[config.mk]
export PLATFORM = sky130hd
export DESIGN_NAME = operand_fetch
export DESIGN_NICKNAME = d
export VERILOG_FILES = /design/src/rtl/dibu_pkg.sv /design/src/rtl/operand_scoreboard.sv /design/src/rtl/operand_fetch.sv
export SDC_FILE = /design/constraint.sdc
export NUM_CORES = 1
export LEC_CHECK = 0
export ABC_AREA = 0
export ABC_CLOCK_PERIOD_IN_PS = 3200
export BUFFER_PORTS_ARGS = -buffer_cell sky130_fd_sc_hd__buf_2
export CAP_MARGIN = 20
export CORE_MARGIN = 2
export CORE_UTILIZATION = 44
export CTS_BUF_LIST = sky130_fd_sc_hd__clkbuf_8
export DETAILED_ROUTE_END_ITERATION = 10
export GPL_TIMING_DRIVEN = 0
export PLACE_DENSITY = 0.86
export SETUP_SLACK_MARGIN = 0.1
export SLEW_MARGIN = 20
export SYNTH_ARGS = -nofsm -noshare
export SYNTH_HDL_FRONTEND = slang
export SYNTH_SLANG_ARGS = --single-unit
[constraint.sdc]
create_clock -name clk -period 3.2 [get_ports clk]
set_input_delay 0.8 -clock clk [delete_from_list [all_inputs] [get_ports clk]]
set_output_delay 0.8 -clock clk [all_outputs]
set_load 0.03 [all_outputs]
[src/rtl/dibu_pkg.sv]
// Shared definitions for the operand fetch stage.
// Holds the datapath widths, the fetch FSM state encoding and a one-hot
// index decoder used by the register scoreboard.
package dibu_pkg;

    localparam int DATA_W    = 8;
    localparam int REG_IDX_W = 3;
    localparam int NUM_REGS  = 8;
    localparam int OP_W      = 5;

    typedef enum logic [1:0] {
        ST_IDLE  = 2'd0,
        ST_READ  = 2'd1,
        ST_LATCH = 2'd2,
        ST_VALID = 2'd3
    } fetch_state_t;

    // One-hot mask selecting register idx.
    function automatic logic [NUM_REGS-1:0] idx_onehot(input logic [REG_IDX_W-1:0] idx);
        logic [NUM_REGS-1:0] one;
        one = {{(NUM_REGS-1){1'b0}}, 1'b1};
        return one << idx;
    endfunction

endpackage

[src/rtl/operand_scoreboard.sv]
// Register scoreboard: one pending bit per architectural register.
// Ports:
//   clk, rst           clock, synchronous active-high reset (clears all bits)
//   set_en, set_idx    mark register set_idx as awaiting writeback
//   clr_en, clr_idx    writeback arrived for register clr_idx
//   query_a, query_b   source indices of the instruction being offered
//   hazard             1 when either queried register is pending
// A set and a clear to the same index in one cycle leaves the bit set.
// The query reads the registered vector, so a clear is seen one cycle later.
module operand_scoreboard
    import dibu_pkg::*;
(
    input  logic                 clk,
    input  logic                 rst,
    input  logic                 set_en,
    input  logic [REG_IDX_W-1:0] set_idx,
    input  logic                 clr_en,
    input  logic [REG_IDX_W-1:0] clr_idx,
    input  logic [REG_IDX_W-1:0] query_a,
    input  logic [REG_IDX_W-1:0] query_b,
    output logic                 hazard
);

    logic [NUM_REGS-1:0] pending;
    logic [NUM_REGS-1:0] set_mask;
    logic [NUM_REGS-1:0] clr_mask;

    // Decode set/clear requests into masks.
    always_comb begin
        set_mask = {NUM_REGS{1'b0}};
        clr_mask = {NUM_REGS{1'b0}};
        if (set_en) begin
            set_mask = idx_onehot(set_idx);
        end else begin
            set_mask = {NUM_REGS{1'b0}};
        end
        if (clr_en) begin
            clr_mask = idx_onehot(clr_idx);
        end else begin
            clr_mask = {NUM_REGS{1'b0}};
        end
    end

    // Pending vector: clear first, then OR in the set so the set wins.
    always_ff @(posedge clk) begin
        if (rst) begin
            pending <= {NUM_REGS{1'b0}};
        end else begin
            pending <= (pending & ~clr_mask) | set_mask;
        end
    end

    assign hazard = pending[query_a] | pending[query_b];

endmodule

[src/rtl/operand_fetch.sv]
// Operand fetch stage: accepts one decoded instruction at a time, reads its
// two source operands from an external registered register bank and offers
// them downstream with a valid/ready handshake. Writebacks are forwarded to
// the bank every cycle and always take priority over a read; a read that
// collides with a writeback is simply retried.
// Build option: DIBU_SCOREBOARD_EN adds a pending-register scoreboard that
// stalls instructions whose sources await writeback; without it the stage
// never stalls in IDLE.
// Ports:
//   clk, rst                       clock, synchronous active-high reset
//   in_valid/in_ready, in_op, in_ri_a, in_ri_b, in_ri_d, in_wen
//                                  decoded instruction input
//   rb_ri_a, rb_ri_b, rb_ri_d, rb_rw, rb_d, rb_a, rb_b
//                                  register bank interface
//   out_valid/out_ready, out_op, out_a, out_b, out_ri_d, out_wen
//                                  fetched instruction output
//   wb_valid, wb_ri_d, wb_d        writeback request (no backpressure)
module operand_fetch
    import dibu_pkg::*;
(
    input  logic                 clk,
    input  logic                 rst,
    input  logic                 in_valid,
    output logic                 in_ready,
    input  logic [OP_W-1:0]      in_op,
    input  logic [REG_IDX_W-1:0] in_ri_a,
    input  logic [REG_IDX_W-1:0] in_ri_b,
    input  logic [REG_IDX_W-1:0] in_ri_d,
    input  logic                 in_wen,
    output logic [REG_IDX_W-1:0] rb_ri_a,
    output logic [REG_IDX_W-1:0] rb_ri_b,
    output logic [REG_IDX_W-1:0] rb_ri_d,
    output logic                 rb_rw,
    output logic [DATA_W-1:0]    rb_d,
    input  logic [DATA_W-1:0]    rb_a,
    input  logic [DATA_W-1:0]    rb_b,
    output logic                 out_valid,
    input  logic                 out_ready,
    output logic [OP_W-1:0]      out_op,
    output logic [DATA_W-1:0]    out_a,
    output logic [DATA_W-1:0]    out_b,
    output logic [REG_IDX_W-1:0] out_ri_d,
    output logic                 out_wen,
    input  logic                 wb_valid,
    input  logic [REG_IDX_W-1:0] wb_ri_d,
    input  logic [DATA_W-1:0]    wb_d
);

    fetch_state_t          state;
    fetch_state_t          state_next;
    logic                  hazard;
    logic                  accept;
    logic [OP_W-1:0]       lat_op;
    logic [REG_IDX_W-1:0]  lat_ri_a;
    logic [REG_IDX_W-1:0]  lat_ri_b;
    logic [REG_IDX_W-1:0]  lat_ri_d;
    logic                  lat_wen;
    logic [DATA_W-1:0]     opnd_a;
    logic [DATA_W-1:0]     opnd_b;

`ifdef DIBU_SCOREBOARD_EN
    logic out_fire;

    assign out_fire = out_valid & out_ready & lat_wen;

    operand_scoreboard u_scoreboard (
        .clk     (clk),
        .rst     (rst),
        .set_en  (out_fire),
        .set_idx (lat_ri_d),
        .clr_en  (wb_valid & ~rst),
        .clr_idx (wb_ri_d),
        .query_a (in_ri_a),
        .query_b (in_ri_b),
        .hazard  (hazard)
    );
`else
    assign hazard = 1'b0;
`endif

    assign accept = in_valid & in_ready;

    // Writeback owns the bank write port whenever it is present; reset masks it.
    assign rb_rw   = wb_valid & ~rst;
    assign rb_ri_d = wb_ri_d;
    assign rb_d    = wb_d;
    // Read indices stay on the latched sources, so any rw=0 cycle reads them.
    assign rb_ri_a = lat_ri_a;
    assign rb_ri_b = lat_ri_b;

    assign out_op   = lat_op;
    assign out_a    = opnd_a;
    assign out_b    = opnd_b;
    assign out_ri_d = lat_ri_d;
    assign out_wen  = lat_wen;

    // FSM state register.
    always_ff @(posedge clk) begin
        if (rst) begin
            state <= ST_IDLE;
        end else begin
            state <= state_next;
        end
    end

    // FSM next-state logic; a writeback in READ forces a retry of the read.
    always_comb begin
        state_next = state;
        case (state)
            ST_IDLE: begin
                if (accept) begin
                    state_next = ST_READ;
                end else begin
                    state_next = ST_IDLE;
                end
            end
            ST_READ: begin
                if (wb_valid) begin
                    state_next = ST_READ;
                end else begin
                    state_next = ST_LATCH;
                end
            end
            ST_LATCH: begin
                state_next = ST_VALID;
            end
            ST_VALID: begin
                if (out_ready) begin
                    state_next = ST_IDLE;
                end else begin
                    state_next = ST_VALID;
                end
            end
            default: begin
                state_next = ST_IDLE;
            end
        endcase
    end

    // FSM outputs; both handshake outputs are forced low while in reset.
    always_comb begin
        in_ready  = 1'b0;
        out_valid = 1'b0;
        case (state)
            ST_IDLE: begin
                in_ready = ~rst & ~hazard;
            end
            ST_VALID: begin
                out_valid = ~rst;
            end
            default: begin
                in_ready  = 1'b0;
                out_valid = 1'b0;
            end
        endcase
    end

    // Instruction fields latched on accept; operands captured in LATCH.
    always_ff @(posedge clk) begin
        if (rst) begin
            lat_op   <= {OP_W{1'b0}};
            lat_ri_a <= {REG_IDX_W{1'b0}};
            lat_ri_b <= {REG_IDX_W{1'b0}};
            lat_ri_d <= {REG_IDX_W{1'b0}};
            lat_wen  <= 1'b0;
            opnd_a   <= {DATA_W{1'b0}};
            opnd_b   <= {DATA_W{1'b0}};
        end else begin
            if (accept) begin
                lat_op   <= in_op;
                lat_ri_a <= in_ri_a;
                lat_ri_b <= in_ri_b;
                lat_ri_d <= in_ri_d;
                lat_wen  <= in_wen;
            end
            if (state == ST_LATCH) begin
                opnd_a <= rb_a;
                opnd_b <= rb_b;
            end
        end
    end

endmodule

==> summary.md <==
| Metric | Value |
|---|---|
| Outcome | `finished, final reports clean` |
| Mapped Nets | `roughly 210` |
| Post-CTS resize count | `0` |
| Vias in the first global route | `~1.1k` |
| Post-DP Area | `1730 sq um` |
| Reg2Reg Depth | `6` |
| Synth cell types | `16` |
| Mapped Cells | `164` |
| Final period util | `0.805` |
| Static Leak | `around 0.90 nW` |
| CTS clk-pin slew, worst paths | `~0.060 ns` |
| Reg-to-Reg End | `rb_ri_a[1]` |
| Inserted Clock Buffers | `5` |
| Commonest non-fill, non-tap cell in the layout | `buf_2` |
| Sequential area share after synthesis | `0.509` |
| CP max-delay cell | `clkbuf_1` |
| # hold bufs at CTS | `0` |
| Dpl hpwl | `approximately 2200 um` |
| Max Fclk | `approximately 400 MHz` |
| Area growth syn-to-layout | `39.8%` |
| Starting Density | `0.466` |
| Hold Fails Final Rpt | `0` |
| Diode count | `0` |
| Final max-slew violation count | `0` |
| Port-buffer cells | `79` |
| TritonRoute pass-1 iters | `4` |
| CTS tree | `yes` |
| Synth Warn # | `0` |
| # setup viols final | `0` |
| Max Clock Skew | `0.00458 ns` |
| DR vias/cell | `between 4 and 5` |
| Clock Tree Buf Depth | `2` |
| Vias | `around 1.3k` |
| WS Path Type | `in -> out` |
| Setup WS pre-CTS | `0.651 ns` |
| Share of cells above drive strength 1 | `0.430` |
| CTS Root Cell | `clkbuf_8` |
| Post-Syn Area per Cell | `around 7.9 sq um` |
| Hold Path Class | `reg -> reg` |
| CP required | `roughly 2.4 ns` |
| Least-Margin Pin Slew | `roughly 0.44 ns` |
| R2R Setup Slk | `roughly 1.8 ns` |
| Finished Layout Cells | `between 200 and 300` |
| Design Area, Final | `~1800 sq um` |
| Routed WL per cell | `roughly 10 um` |
| CP arrival | `~1.8 ns` |
| GR Overflow Total | `0` |
| Hold path startpoint | `out_a[7]` |
| Mapped cell area | `1300 sq um` |
| CP Capture Type | `output port` |
| Max incr delay on CP | `between 0.3 and 0.4 ns` |
| CP Launch Point | `rst` |
| RSZ-0062 raised after global routing | `no` |
| Util after Layout | `0.652` |
| Most frequent cells in the layout | `buf_2 (85), nand2_1 (63), dfxtp_1 (33)` |
| Multi-input combinational cell area | `475 sq um` |
| Die width | `58.3 um` |
| Post-CTS setup repair buffer count | `0` |
| Most Frequent Cell on Critical Path | `clkbuf_1` |
| Placed Instances | `roughly 270` |
| Hold EP | `out_a[7]` |
| Clock sink count | `33` |
| Hold depth | `2` |
| Routability cong. | `roughly 0.75` |
| # fillers | `260` |
| Yosys top cell area share | `0.509` |
| Final wirelength | `2920 um` |
| 1st-iter DRT viols | `32` |
| CTS H-Tree Depth | `2` |
| FF+latch area | `661 sq um` |
| Core ar. | `about 2800 sq um` |
| Max-Cap Viols | `0` |
| Rows | `19` |
| Min cycle time layout | `approximately 2.6 ns` |
| Residual DRC | `0` |
| CP Launch Type | `input port` |
| Clk_lat worst skew | `about 0.28 ns` |
| Final ANT Viol Nets | `0` |
| Worst Path Max Fanout | `10` |
| Reg2reg start | `state[0]` |
| Power Density | `~510 nW/um^2` |
| Largest cells by area after synthesis | `dfxtp_1 (51%), nand2_1 (18%), a21oi_1 (12%), buf_4 (6.9%), buf_2 (2.3%)` |
| Synth area leader | `dfxtp_1` |
| Synth Register Bits | `33` |
| Setup_tns | `0 ns` |
| Ports | `slightly above 90` |
| Setup WS post-layout | `0.625 ns` |
| GRT Util Overall | `0.176` |
| Crit path cell chain | `clkbuf_1 > clkbuf_1 > nor2_1 > buf_2` |
| Die height | `slightly below 60 um` |
| Largest net degree at the start of global routing | `11` |
| Die ar. | `approximately 3400 sq um` |
| Nets | `between 200 and 300` |
| Antenna violations before repair | `0` |
| Max VDD drop | `between 0.0003 and 0.0004 V` |
| Worst slew margin | `0.704` |
| First-pass GRT wire length | `4440 um` |
metrics by stage:
stage / hold slack [ns] / total power [mW]
detailed placement: 0.443 / 0.648
finish: 0.449 / 0.924
global placement: 0.439 / 0.645
global route: 0.470 / 0.968
CTS: 0.452 / 0.935
floorplan: 0.543 / 0.586
worst max-delay path: cells and delay by family:
family,cells,cell delay [ns]
AND/OR/NAND/NOR,1,0.09
buffers and inverters,3,0.88
how the worst max path moves through the flow:
stage                     cells after the start         to
final                                         4  out_valid
after global routing                          4  out_valid
after CTS                                     4  out_valid
after detailed placement                      4  out_valid
after global placement                        4  out_valid
after floorplan                               2   in_ready
registers in the layout, summed over array words and instances (netlist names):
signal,count
rb_ri_b,3
out_b,8
out_a,8
rb_ri_a,3
state,2
out_op,5
out_wen,1
out_ri_d,3
metal layers:
| metal | vias up | track usage | share of wire |
|---|---|---|---|
| li1 | 683 | - | - |
| met1 | 537 | 0.198 | 0.42 |
| met2 | 47 | 0.292 | 0.49 |
| met3 | 6 | 0.0571 | 0.066 |
| met4 | 0 | 0.0997 | 0.019 |
| met5 | - | 0 | 0 |
cell families after synthesis:
| family | share of synthesized area |
|---|---|
| and+or+nand+nor | 0.221 |
| AOI/OAI and AO/OA | 0.137 |
| DFF | 0.509 |
| buffers and inverters | 0.124 |
| muxes | 0.00868 |
cell usage after synthesis:
cell type	n
mux2_2	1
nor3b_2	1
dfxtp_1	33
nand2b_1	1
buf_2	6
a21oi_1	32
buf_6	2
clkbuf_1	4
buf_4	12
inv_1	1
nor2b_1	1
nand2_1	63
a311oi_1	2
nor2_1	3
nor3_1	1
or3b_1	1
power by group:
group          leakage, nW  switching, mW  total [mW]  internal [mW]
Sequential           0.269        0.00973       0.443          0.434
Clock               0.0491          0.140       0.287          0.147
Combinational        0.586          0.122       0.194         0.0719
Total                0.904          0.272       0.924          0.653
cell type report:
type,instances,area share
clock inverter,3,0.00759
clock buffer,5,0.0379
multi-input combinational,106,0.262
timing repair buffer,79,0.218
tap,31,0.0214
buffer,24,0.0869
inverter,1,0.00207
sequential,33,0.364
(Power assumes the default switching activity.)
